--- src/rtl/pm_pkg.sv ---
// rtl/pm_pkg.sv - shared types and constants for the program memory
package pm_pkg;

    localparam int PM_DEPTH = 16;
    localparam int PM_AW    = 4;
    localparam int PM_DW    = 8;

    localparam logic [PM_DW-1:0] NOP_WORD = 8'h00;

    typedef enum logic [1:0] {
        LOAD    = 2'd0,
        RELEASE = 2'd1,
        RUN     = 2'd2
    } pm_state_t;

endpackage

--- src/rtl/program_mem_if.sv ---
// rtl/program_mem_if.sv - fetch/store bus between control unit and program memory
interface program_mem_if #(
    parameter int AW = pm_pkg::PM_AW,
    parameter int DW = pm_pkg::PM_DW
) ();

    logic [AW-1:0] PC;
    logic [DW-1:0] INSTRUCTION;
    logic [AW-1:0] mmadr_mem;
    logic          mmwr_mem;
    logic [DW-1:0] wdata_mem;

    modport master (
        output PC,
        output mmadr_mem,
        output mmwr_mem,
        output wdata_mem,
        input  INSTRUCTION
    );

    modport slave (
        input  PC,
        input  mmadr_mem,
        input  mmwr_mem,
        input  wdata_mem,
        output INSTRUCTION
    );

endinterface

--- src/rtl/pm_ram.sv ---
// rtl/pm_ram.sv - DEPTH x DW array, one sync write port, one sync write-first read port
module pm_ram
    import pm_pkg::*;
#(
    parameter int DEPTH = PM_DEPTH,
    parameter int AW    = PM_AW,
    parameter int DW    = PM_DW
) (
    input  logic          clk,
    input  logic          rst_n,
    input  logic          we,
    input  logic [AW-1:0] waddr,
    input  logic [DW-1:0] wdata,
    input  logic          rd_en,
    input  logic [AW-1:0] raddr,
    output logic [DW-1:0] rdata
);

    logic [DW-1:0] mem [DEPTH];

    // The array itself is never reset so contents survive a reset of the block.
    always_ff @(posedge clk) begin
        if (we) begin
            mem[waddr] <= wdata;
        end
    end

    always_ff @(posedge clk or negedge rst_n) begin
        if (!rst_n) begin
            rdata <= DW'(NOP_WORD);
        end else if (!rd_en) begin
            rdata <= DW'(NOP_WORD);
        end else if (we && (waddr == raddr)) begin
            rdata <= wdata;
        end else begin
            rdata <= mem[raddr];
        end
    end

endmodule

--- src/rtl/program_mem.sv ---
// rtl/program_mem.sv - program/data memory with byte-serial boot loader and CPU reset control
module program_mem
    import pm_pkg::*;
#(
    parameter int DEPTH    = PM_DEPTH,
    parameter int AW       = PM_AW,
    parameter int DW       = PM_DW,
    parameter int BOOT_LEN = PM_DEPTH
) (
    input  logic          clk_mem,
    input  logic          rstn_mem,
    program_mem_if.slave  bus,
    input  logic          ld_valid,
    input  logic [DW-1:0] ld_data,
    output logic          ld_ready,
    output logic          cpu_rst,
    output logic          boot_done
);

    localparam logic [AW-1:0] LAST_IDX = AW'(BOOT_LEN - 1);

    pm_state_t     state;
    logic [AW-1:0] load_ptr;

    logic          ram_we;
    logic [AW-1:0] ram_waddr;
    logic [DW-1:0] ram_wdata;
    logic          ram_rd_en;
    logic          ld_fire;

    assign ld_fire = ld_valid && ld_ready;

    // Handshake outputs are registered alongside the state so they never glitch.
    always_ff @(posedge clk_mem or negedge rstn_mem) begin
        if (!rstn_mem) begin
            state     <= LOAD;
            load_ptr  <= '0;
            ld_ready  <= 1'b1;
            cpu_rst   <= 1'b1;
            boot_done <= 1'b0;
        end else begin
            unique case (state)
                LOAD: begin
                    if (ld_fire) begin
                        load_ptr <= load_ptr + 1'b1;
                        if (load_ptr == LAST_IDX) begin
                            state    <= RELEASE;
                            ld_ready <= 1'b0;
                        end
                    end
                end
                RELEASE: begin
                    state     <= RUN;
                    cpu_rst   <= 1'b0;
                    boot_done <= 1'b1;
                end
                RUN: begin
                    state <= RUN;
                end
                default: begin
                    state     <= LOAD;
                    load_ptr  <= '0;
                    ld_ready  <= 1'b1;
                    cpu_rst   <= 1'b1;
                    boot_done <= 1'b0;
                end
            endcase
        end
    end

    // Loader owns the write port while loading; the CPU store port owns it while running.
    always_comb begin
        ram_we    = 1'b0;
        ram_waddr = load_ptr;
        ram_wdata = ld_data;
        unique case (state)
            LOAD: begin
                ram_we = ld_fire;
            end
            RUN: begin
                ram_we    = bus.mmwr_mem;
                ram_waddr = bus.mmadr_mem;
                ram_wdata = bus.wdata_mem;
            end
            default: begin
                ram_we = 1'b0;
            end
        endcase
    end

    assign ram_rd_en = (state == RELEASE) || (state == RUN);

    pm_ram #(
        .DEPTH (DEPTH),
        .AW    (AW),
        .DW    (DW)
    ) u_ram (
        .clk   (clk_mem),
        .rst_n (rstn_mem),
        .we    (ram_we),
        .waddr (ram_waddr),
        .wdata (ram_wdata),
        .rd_en (ram_rd_en),
        .raddr (bus.PC),
        .rdata (bus.INSTRUCTION)
    );

endmodule

--- src/flat_wrapper.sv ---
// flat-port wrapper written by rule: the top's interface ports become plain ports
module program_mem_flat import pm_pkg::*;
#(
    parameter int DEPTH    = PM_DEPTH,
    parameter int AW       = PM_AW,
    parameter int DW       = PM_DW,
    parameter int BOOT_LEN = PM_DEPTH
)
  (clk_mem, rstn_mem, ld_valid, ld_data, ld_ready, cpu_rst, boot_done, bus_PC, bus_mmadr_mem, bus_mmwr_mem, bus_wdata_mem, bus_INSTRUCTION);
  program_mem_if #(.AW(AW), .DW(DW)) bus_i ();
  input  logic clk_mem;
  input  logic rstn_mem;
  input  logic ld_valid;
  input  logic [DW-1:0] ld_data;
  output logic ld_ready;
  output logic cpu_rst;
  output logic boot_done;
  input wire logic [$bits(bus_i.PC)-1:0] bus_PC;
  input wire logic [$bits(bus_i.mmadr_mem)-1:0] bus_mmadr_mem;
  input wire logic [$bits(bus_i.mmwr_mem)-1:0] bus_mmwr_mem;
  input wire logic [$bits(bus_i.wdata_mem)-1:0] bus_wdata_mem;
  output wire logic [$bits(bus_i.INSTRUCTION)-1:0] bus_INSTRUCTION;
  assign bus_i.PC = bus_PC;
  assign bus_i.mmadr_mem = bus_mmadr_mem;
  assign bus_i.mmwr_mem = bus_mmwr_mem;
  assign bus_i.wdata_mem = bus_wdata_mem;
  assign bus_INSTRUCTION = bus_i.INSTRUCTION;
  program_mem #(.DEPTH(DEPTH), .AW(AW), .DW(DW), .BOOT_LEN(BOOT_LEN)) u_core (.clk_mem(clk_mem), .rstn_mem(rstn_mem), .bus(bus_i), .ld_valid(ld_valid), .ld_data(ld_data), .ld_ready(ld_ready), .cpu_rst(cpu_rst), .boot_done(boot_done));
endmodule
--- config.mk ---
export PLATFORM = sky130hd
export DESIGN_NAME = program_mem_flat
export DESIGN_NICKNAME = d
export VERILOG_FILES = /design/src/rtl/pm_pkg.sv /design/src/rtl/program_mem_if.sv /design/src/rtl/pm_ram.sv /design/src/rtl/program_mem.sv /design/src/flat_wrapper.sv
export SDC_FILE = /design/constraint.sdc
export NUM_CORES = 1
export LEC_CHECK = 0
export BUFFER_PORTS_ARGS = -buffer_cell sky130_fd_sc_hd__buf_4
export CAP_MARGIN = 20
export CORE_UTILIZATION = 40
export DETAILED_ROUTE_END_ITERATION = 6
export PLACE_DENSITY_LB_ADDON = 0.25
export SYNTH_ARGS = -nofsm -noshare
export SYNTH_HDL_FRONTEND = slang
export SYNTH_SLANG_ARGS = --single-unit
--- constraint.sdc ---
create_clock -name clk_mem -period 3 [get_ports clk_mem]
set_clock_uncertainty 0.1 [all_clocks]
set_input_delay 0 -clock clk_mem [delete_from_list [all_inputs] [get_ports clk_mem]]
set_output_delay 0 -clock clk_mem [all_outputs]
set_load 0.1 [all_outputs]
==> results.toml, run 1 <==
[clock_tree]
cts_setup_buffers = 0
h-tree-depth = 4
cts_tree = "yes"
clockRootBuffer = "clkbuf_16"
clock_sinks = 145
cts.clk_slew.worst_paths_ps = 60
cts_buffers = 17
clockBufferDepth = 2
cts-resized-gates = 0
clkLatencyLatePin_ps = 410

[global_routing]
grt_max_degree = 34
grt_overflow = 0
antenna_found_initial = 0
grt_pass1_vias = 3406
grt_pass1_wl_um = 20210
grt_usage = 0.1821

[routing]
drc_errors = 15
ant_nets = 0
num_vias = 3240
routed_wl_um = 13270
viasPerCell = 5.436
drt_iter0_markers = 286
wire_per_inst_um = 22.27
dr.pass1.iters = 7

[power_and_ir_drop]
vdd_drop_max_mv = 0.4144
p_per_area_nw_per_um2 = 919.8
total_power_w = 0.006740
leakage_nw = 2.631

[worst_hold_path]
hold_class = "input port to flip-flop"
hp-start = "bus_PC[3]"
min_to = "u_core.u_ram.rdata[3]"
holdPathStages = 4

[yosys]
synth_cell_type_count = 43
syn_area_per_cell_um2 = 18.78
yosysSeqAreaShare = 0.7086
syn_area_um2 = 6028
synth_fp_nets = 354
yosysWarnings = 0
synth_top_area_cell = "edfxtp_1"
synth_area_leaders = "edfxtp_1 64%, mux4_1 7.0%, dfrtp_1 6.2%"
async_flop_share = 0.1172
synth_edf_count = 128
ys_seq_elements = 145
netlist_instances = 321
synth_top_area_frac = 0.6376
synth_ff_type = "edfxtp_1"

[critical_path]
crit_type = "flip-flop to flip-flop"
reg2reg_from = "u_core.state[0]"
crit_fanout = 8
crit_buf_inv = 2
crit_slowest_cell = "dfrtp_1"
critPathLaunchType = "flip-flop"
r2r_end = "u_core.u_ram.rdata[2]"
r2r_setup_slack_ps = 590
critical_path_required_ps = 3210
ff2ff_path_depth = 8
critPathArrivalTime_ps = 2620
cp_top_family = "simple AND/OR/NAND/NOR gates"
crit_chain = "inv_1 -> ha_1 -> buf_4 -> mux2i_1 -> xnor2_1 -> nor2_1 -> nand4_1 -> o22ai_1"
slowest_delay_ps = 380
crit_start = "u_core.state[0]"
crit_path_end_kind = "flip-flop"

[die]
die_w_um = 124.8
rows = 44
start_util = 0.4117
dieArea_um2 = 15570
io-pin-count = 39
die_h_um = 124.8
coreArea_um2 = 14640

[timing]
finalSetupTns_ps = 0
final_hold_viol_count = 0
max_freq_ghz = 0.4147
max_slew_margin = 0.5150
rsz0062_at_grt = "false"
slew_violations = 0
finalCriticalPeriod_ps = 2411
tightest_slew_ps = 724.8
whs_ps = 118.5
post-route-period-util = 0.8037
layout_setup_ws_ps = 588.8
setup_viol = 0

[final_layout]
syn2layout_area_growth_pct = 21.56
nets = 433
drive_gt1_frac = 0.2646
antennaDiodeCount = 0
final_area_um2 = 7328

[outcome]
failed_checks = "DRC"
status = "finished, violations left"

[place]
hpwlAfterDp_um = 8543
place.gp.congestion = 0.8222
place_area_um2 = 6539
dp_slack_ps = 595.2
numPortBuffers = 38

[flow_run]
cap_violations = 0
metrics by stage:
stage	cells	utilization
2_1_floorplan	321	-
4_1_cts	596	0.5004
5_1_grt	596	0.5004
3_3_place_gp	545	0.4465
3_5_place_dp	545	0.4465
6_report	596	0.5004
sequential cells by signal (all words and copies together), names as in the netlist:
name and count:
u_core.cpu_rst 1, u_core.u_ram.mem 128, u_core.u_ram.rdata 8, u_core.boot_done 1, u_core.state 2, u_core.ld_ready 1, u_core.load_ptr 4
power breakdown:
group	leakage, nW	internal [W]	switching, W
registers	1.38	0.00266	0.000119
logic	0.976	0.000590	0.00127
clock network	0.278	0.00130	0.000798
per-layer routing:
layer  GRT usage  vias up  wire length, µm
met5           0        -                0
met4     0.08424        0              374
met3     0.04639       16              703
met2      0.2789      106             6292
met1      0.2442     1656             5902
li1            -     1462                -
kinds of logic (layout without fill, tap and decap cells):
logic type | after synthesis | after routing | share of synthesized area
AO/OA/AOI/OAI | 44 | 44 | 0.05500
XOR/XNOR | 4 | 4 | 0.005813
adder cells (fa/ha/maj) | 5 | 5 | 0.01038
buffers and inverters | 29 | 120 | 0.03134
flip-flops | 145 | 145 | 0.7086
multiplexers | 47 | 47 | 0.1550
AND/OR/NAND/NOR | 47 | 47 | 0.03383
final cells by class:
cell class	count	area (µm²)
Timing Repair Buffer	76	620.6
Inverter	13	48.80
Multi-Input combinational cell	147	1568
Clock inverter	14	163.9
Tap cell	184	230.2
Clock buffer	17	425.4
Sequential cell	145	4272
Fill cell	1183	7316
cell usage in the layout (no fill, tap or decap), types with 8 or more instances in the layout:
cell	n
nor2_1	25
dfrtp_1	15
mux4_2	16
dlygate4sd3_1	20
a22o_1	11
o22ai_1	8
inv_1	13
nand2_1	12
edfxtp_1	128
clkbuf_16	17
mux4_1	16
buf_4	56
mux2i_1	12
timing repair:
action	in CTS	in global routing
endpoints found under the hold margin	27	0
endpoints found under the setup margin	0	0
hold buffers	20	0
cells in the mapped netlist, types with 2 or more instances:
library cell,number
buf_6,3
nor3_1,2
buf_2,4
o22ai_1,8
clkbuf_4,2
nor2_1,25
nand4_1,3
edfxtp_1,128
nand2_1,12
clkbuf_1,2
xnor2_1,3
dfstp_2,2
mux2_2,3
inv_1,13
a22o_1,11
o21ai_0,7
a21oi_1,2
mux4_1,16
dfrtp_1,15
a221oi_1,7
mux4_2,16
ha_1,5
mux2i_1,12
worst max-delay path by stage:
stage,end,cells past startpoint
2_1_floorplan,u_core.u_ram.mem[5][0],5
3_3_place_gp,u_core.u_ram.rdata[3],8
3_5_place_dp,u_core.u_ram.rdata[2],8
4_1_cts,u_core.u_ram.rdata[2],8
5_1_grt,u_core.u_ram.rdata[2],8
6_report,u_core.u_ram.rdata[2],8
worst min-delay path: stages:
cell and delay, ps:
buf_4 120, and2b_2 270, a221oi_2 90, o22ai_1 100
No activity file was read; power rests on OpenSTA's default activity.
==> inputs of run 2 (changes only) <==
==> constraint.sdc (replaced) <==
create_clock -name clk_mem -period 2.29 [get_ports clk_mem]
set_clock_uncertainty 0.1 [all_clocks]
set_input_delay 0 -clock clk_mem [delete_from_list [all_inputs] [get_ports clk_mem]]
set_output_delay 0 -clock clk_mem [all_outputs]
set_load 0.1 [all_outputs]
==> results.toml, run 2 (synthesis results as in run 1) <==
[timing]
tightest_slew_ps = 761.2
post-route-period-util = 0.9873
max_slew_margin = 0.4907
setup_viol = 0
slew_violations = 0
final_hold_viol_count = 0
max_freq_ghz = 0.4423
finalCriticalPeriod_ps = 2261
rsz0062_at_grt = "true"

[global_routing]
grt_usage = 0.1832
grt_overflow = 0
antenna_found_initial = 0
grt_max_degree = 34
grt_pass1_wl_um = 20320
grt_pass1_vias = 3407

[place]
numPortBuffers = 38
place_area_um2 = 6615
dp_cells = 553
place.gp.congestion = 0.7987
hpwlAfterDp_um = 8657

[critical_path]
critPathArrivalTime_ps = 2200
critical_path_required_ps = 2230
crit_fanout = 8
r2r_end = "u_core.u_ram.mem[12][7]"
critPathLaunchType = "flip-flop"
crit_path_end_kind = "flip-flop"
reg2reg_from = "u_core.state[0]"
crit_type = "flip-flop to flip-flop"
ff2ff_path_depth = 6
r2r_setup_slack_ps = 30

[worst_hold_path]
min_to = "u_core.u_ram.rdata[4]"
hold_class = "input port to flip-flop"
holdPathStages = 5
hp-start = "bus_PC[3]"

[routing]
routed_wl_um = 13080
ant_nets = 0
dr.pass1.iters = 7
num_vias = 3255
viasPerCell = 5.371
drt_iter0_markers = 256
wire_per_inst_um = 21.58
drc_errors = 14

[clock_tree]
clkLatencyLatePin_ps = 430
h-tree-depth = 4
cts_tree = "yes"
cts_buffers = 17
cts.clk_slew.worst_paths_ps = 60
clockRootBuffer = "clkbuf_16"
clock_sinks = 145
clockBufferDepth = 2

[power_and_ir_drop]
p_clk_frac = 0.291
seq_power_share = 0.413
leakage_nw = 2.662
p_int_w = 0.005979
total_power_w = 0.008855
swShare = 0.3248
vdd_drop_max_mv = 0.6641
p_per_area_nw_per_um2 = 1196
p_sw_w = 0.002877
combPwrFrac = 0.296

[final_layout]
reg_top3 = "u_core.u_ram.mem x128, u_core.u_ram.rdata x8, u_core.load_ptr x4"
final_cell_mix = "128 x edfxtp_1, 64 x buf_4, 25 x nor2_1, 20 x dlygate4sd3_1, 17 x clkbuf_16"
layout_commonest_cell = "edfxtp_1"
top_register = "u_core.u_ram.mem"
syn2layout_area_growth_pct = 22.79
largest_register_ffs = 128
antennaDiodeCount = 0
n_fill_cell = 1187
drive_gt1_frac = 0.2844
final_area_um2 = 7402
final_cell_count_no_fill = 606
nets = 442

[die]
rows = 44
coreArea_um2 = 14640
io-pin-count = 39
die_w_um = 124.8
die_h_um = 124.8
start_util = 0.4117
dieArea_um2 = 15570

[outcome]
status = "finished, violations left"
failed_checks = "DRC"

[flow_run]
cap_violations = 0
[run 2: cell count changes in the layout (fill, tap and decap cells not counted), moves of 2 or more]
cell	delta
clkinv_1	+2
mux2i_1	-4
inv_6	-2
mux2i_2	+3
clkbuf_1	+2
buf_4	+8
[run 2: power groups by stage]
stage          Combinational, W  Clock, W  Sequential (W)
2_1_floorplan           0.00122         0         0.00412
3_3_place_gp            0.00247         0         0.00369
3_5_place_dp            0.00250         0         0.00370
4_1_cts                 0.00259   0.00263         0.00365
5_1_grt                 0.00281   0.00273         0.00369
6_report                0.00262   0.00258         0.00366
[run 2: layout make-up]
| type | count | area (µm²) | share of cell area |
|---|---|---|---|
| inverter | 13 | 48.80 | 0.006592 |
| clock inverter | 13 | 120.1 | 0.01623 |
| multi-input combinational | 147 | 1594 | 0.2153 |
| clock buffer | 19 | 432.9 | 0.05849 |
| sequential | 145 | 4275 | 0.5776 |
| tap | 184 | 230.2 | 0.03110 |
| timing repair buffer | 85 | 700.7 | 0.09466 |
[run 2: per-stage QoR]
stage | hold slack [ps] | util | setup TNS (ps) | setup WS (ps)
after floorplan | -395.6 | - | 0 | 98.96
after detailed placement | -219.5 | 0.4517 | 0 | 18.12
after global placement | -220.3 | 0.4517 | 0 | 80.54
after CTS | 82.05 | 0.5032 | 0 | 17.53
final | 53.74 | 0.5055 | 0 | 29.03
after global routing | 80.20 | 0.5055 | -2809 | -129.1
[run 2: worst max path at each step]
stage                                         end       startpoint  slack, ps
after CTS                   u_core.u_ram.rdata[7]  u_core.state[0]         20
after global routing      u_core.u_ram.mem[14][7]  u_core.state[0]       -130
after floorplan            u_core.u_ram.mem[5][0]  u_core.ld_ready        100
final                     u_core.u_ram.mem[12][7]  u_core.state[0]         30
after detailed placement  u_core.u_ram.mem[12][6]  u_core.state[0]         20
after global placement    u_core.u_ram.mem[15][6]  u_core.ld_ready         80
[run 2: critical path, cell delays in order, from the launching register on]
cell and delay, ps:
dfrtp_1 360, inv_1 90, ha_1 250, mux2i_2 190, nor2_1 160, nand2_1 130
nor2_1 600
[run 2: routing by layer]
layer | vias up | global-route usage | share of wire
li1 | 1482 | - | -
met3 | 16 | 0.04167 | 0.052
met1 | 1668 | 0.2449 | 0.45
met4 | 0 | 0.09005 | 0.019
met5 | - | 0 | 0
met2 | 89 | 0.2832 | 0.48
[run 2: what timing repair did]
action                                  in CTS  in global routing
endpoints found under the setup margin       0                114
resized for setup                            0                  6
setup buffers                                0                  1
endpoints found under the hold margin       28                  0
hold buffers                                20                  0
==> inputs of run 3 (changes only) <==
--- a/config.mk
+++ b/config.mk
@@ -9,7 +9,7 @@
 export CAP_MARGIN = 20
 export CORE_UTILIZATION = 40
 export DETAILED_ROUTE_END_ITERATION = 6
-export PLACE_DENSITY_LB_ADDON = 0.25
+export PLACE_DENSITY = 0.63
 export SYNTH_ARGS = -nofsm -noshare
 export SYNTH_HDL_FRONTEND = slang
 export SYNTH_SLANG_ARGS = --single-unit
==> results.toml, run 3 (synthesis results as in run 1) <==
[place]
numPortBuffers = 38
hpwlAfterDp_um = 8604
dp_cells = 553
place_area_um2 = 6615
place.gp.congestion = 0.8724
dp_slack_ps = 1.690

[final_layout]
reg_top3 = "u_core.u_ram.mem x128, u_core.u_ram.rdata x8, u_core.load_ptr x4"
final_area_um2 = 7428
nets = 442
drive_gt1_frac = 0.2986
antennaDiodeCount = 0
final_cell_mix = "128 x edfxtp_1, 63 x buf_4, 22 x nor2_1, 20 x dlygate4sd3_1, 17 x clkbuf_16"
n_fill_cell = 1193
top_register = "u_core.u_ram.mem"
final_cell_count_no_fill = 606
syn2layout_area_growth_pct = 23.23
largest_register_ffs = 128
layout_commonest_cell = "edfxtp_1"

[die]
coreArea_um2 = 14640
start_util = 0.4117
rows = 44
die_h_um = 124.8
dieArea_um2 = 15570
io-pin-count = 39
die_w_um = 124.8

[power_and_ir_drop]
p_int_w = 0.005992
p_sw_w = 0.002962
seq_power_share = 0.409
vdd_drop_max_mv = 0.5900
p_per_area_nw_per_um2 = 1205
combPwrFrac = 0.290
swShare = 0.3308
leakage_nw = 2.670
total_power_w = 0.008955
p_clk_frac = 0.301

[global_routing]
grt_pass1_vias = 3522
grt_max_degree = 34
grt_usage = 0.1781
grt_pass1_wl_um = 19990
antenna_found_initial = 0
grt_overflow = 0

[critical_path]
critical_path_required_ps = 2330
crit_slowest_cell = "dfrtp_1"
ff2ff_path_depth = 7
critPathLaunchType = "flip-flop"
crit_type = "flip-flop to flip-flop"
crit_path_end_kind = "flip-flop"
critPathArrivalTime_ps = 2230
slowest_delay_ps = 380
crit_chain = "inv_1 -> ha_1 -> mux2i_2 -> nor2b_2 -> nand2_1 -> nor2_1 -> buf_4"
crit_fanout = 7

[routing]
ant_nets = 0
wire_per_inst_um = 21.28
drc_errors = 8
viasPerCell = 5.571
dr.pass1.iters = 7
drt_iter0_markers = 389
num_vias = 3376
routed_wl_um = 12890

[timing]
rsz0062_at_grt = "true"
finalCriticalPeriod_ps = 2194
setup_viol = 0
layout_setup_ws_ps = 96.11
tightest_slew_ps = 685.5
max_slew_margin = 0.5415
final_hold_viol_count = 0
whs_ps = 81.32
max_freq_ghz = 0.4558
slew_violations = 0
post-route-period-util = 0.9580

[clock_tree]
cts.clk_slew.worst_paths_ps = 60
clockBufferDepth = 2
clockRootBuffer = "clkbuf_16"
cts_buffers = 17
h-tree-depth = 4
clkLatencyLatePin_ps = 430
cts_tree = "yes"
clock_sinks = 145

[worst_hold_path]
hold_class = "input port to flip-flop"
holdPathStages = 5

[outcome]
failed_checks = "DRC"
status = "finished, violations left"

[flow_run]
cap_violations = 0
run 3: metal layers:
layer  part of all wire  GRT usage  wire length [µm]
met5                  0          0                 0
met4              0.036    0.09368               462
met3              0.060    0.05284               776
met2               0.47     0.2677              6004
met1               0.44     0.2339              5650
run 3: critical path: cells and delay by family (launching register included):
| family | cells | cell delay (ps) |
|---|---|---|
| buffers and inverters | 2 | 340 |
| flip-flops | 1 | 380 |
| adder cells (fa/ha/maj) | 1 | 260 |
| multiplexers | 1 | 300 |
| AND/OR/NAND/NOR | 3 | 540 |
run 3: final cells by class:
class                      instances  area (µm²)  share of cell area
inverter                          13       48.80            0.006569
sequential                       145        4275              0.5755
timing repair buffer              85       704.4             0.09483
clock inverter                    14       152.6             0.02055
tap                              184       230.2             0.03099
clock buffer                      18       429.2             0.05777
multi-input combinational        147        1588              0.2137
run 3: stage by stage:
step           utilization  setup TNS (ps)
2_1_floorplan            -               0
3_3_place_gp        0.4517               0
3_5_place_dp        0.4517               0
4_1_cts             0.5058               0
5_1_grt             0.5073          -20.29
6_report            0.5073               0
run 3: worst paths after layout:
check	startpoint	end	slack [ps]
hold reg to reg	u_core.cpu_rst	u_core.cpu_rst	410
min in group asynchronous	rstn_mem	u_core.cpu_rst	520
setup reg to reg	u_core.state[0]	u_core.u_ram.mem[1][3]	100
max in group asynchronous	rstn_mem	u_core.load_ptr[3]	480
hold / removal	bus_PC[3]	u_core.u_ram.rdata[6]	80
setup / recovery	u_core.state[0]	u_core.u_ram.mem[1][3]	100
run 3: repair_timing:
item / CTS / global route
hold buffers: 20 / 0
gates cloned: 0 / 0
hold endpoints to repair: 26 / 0
resized for setup: 1 / 7
endpoints found under the setup margin: 9 / 165
setup buffers: 1 / 0
run 3: power groups by stage:
stage	clock network [W]	logic (W)	registers, W
global route	0.00285	0.00277	0.00369
global placement	0	0.00243	0.00369
CTS	0.00274	0.00255	0.00366
finish	0.00269	0.00260	0.00366
detailed placement	0	0.00249	0.00371
floorplan	0	0.00122	0.00412
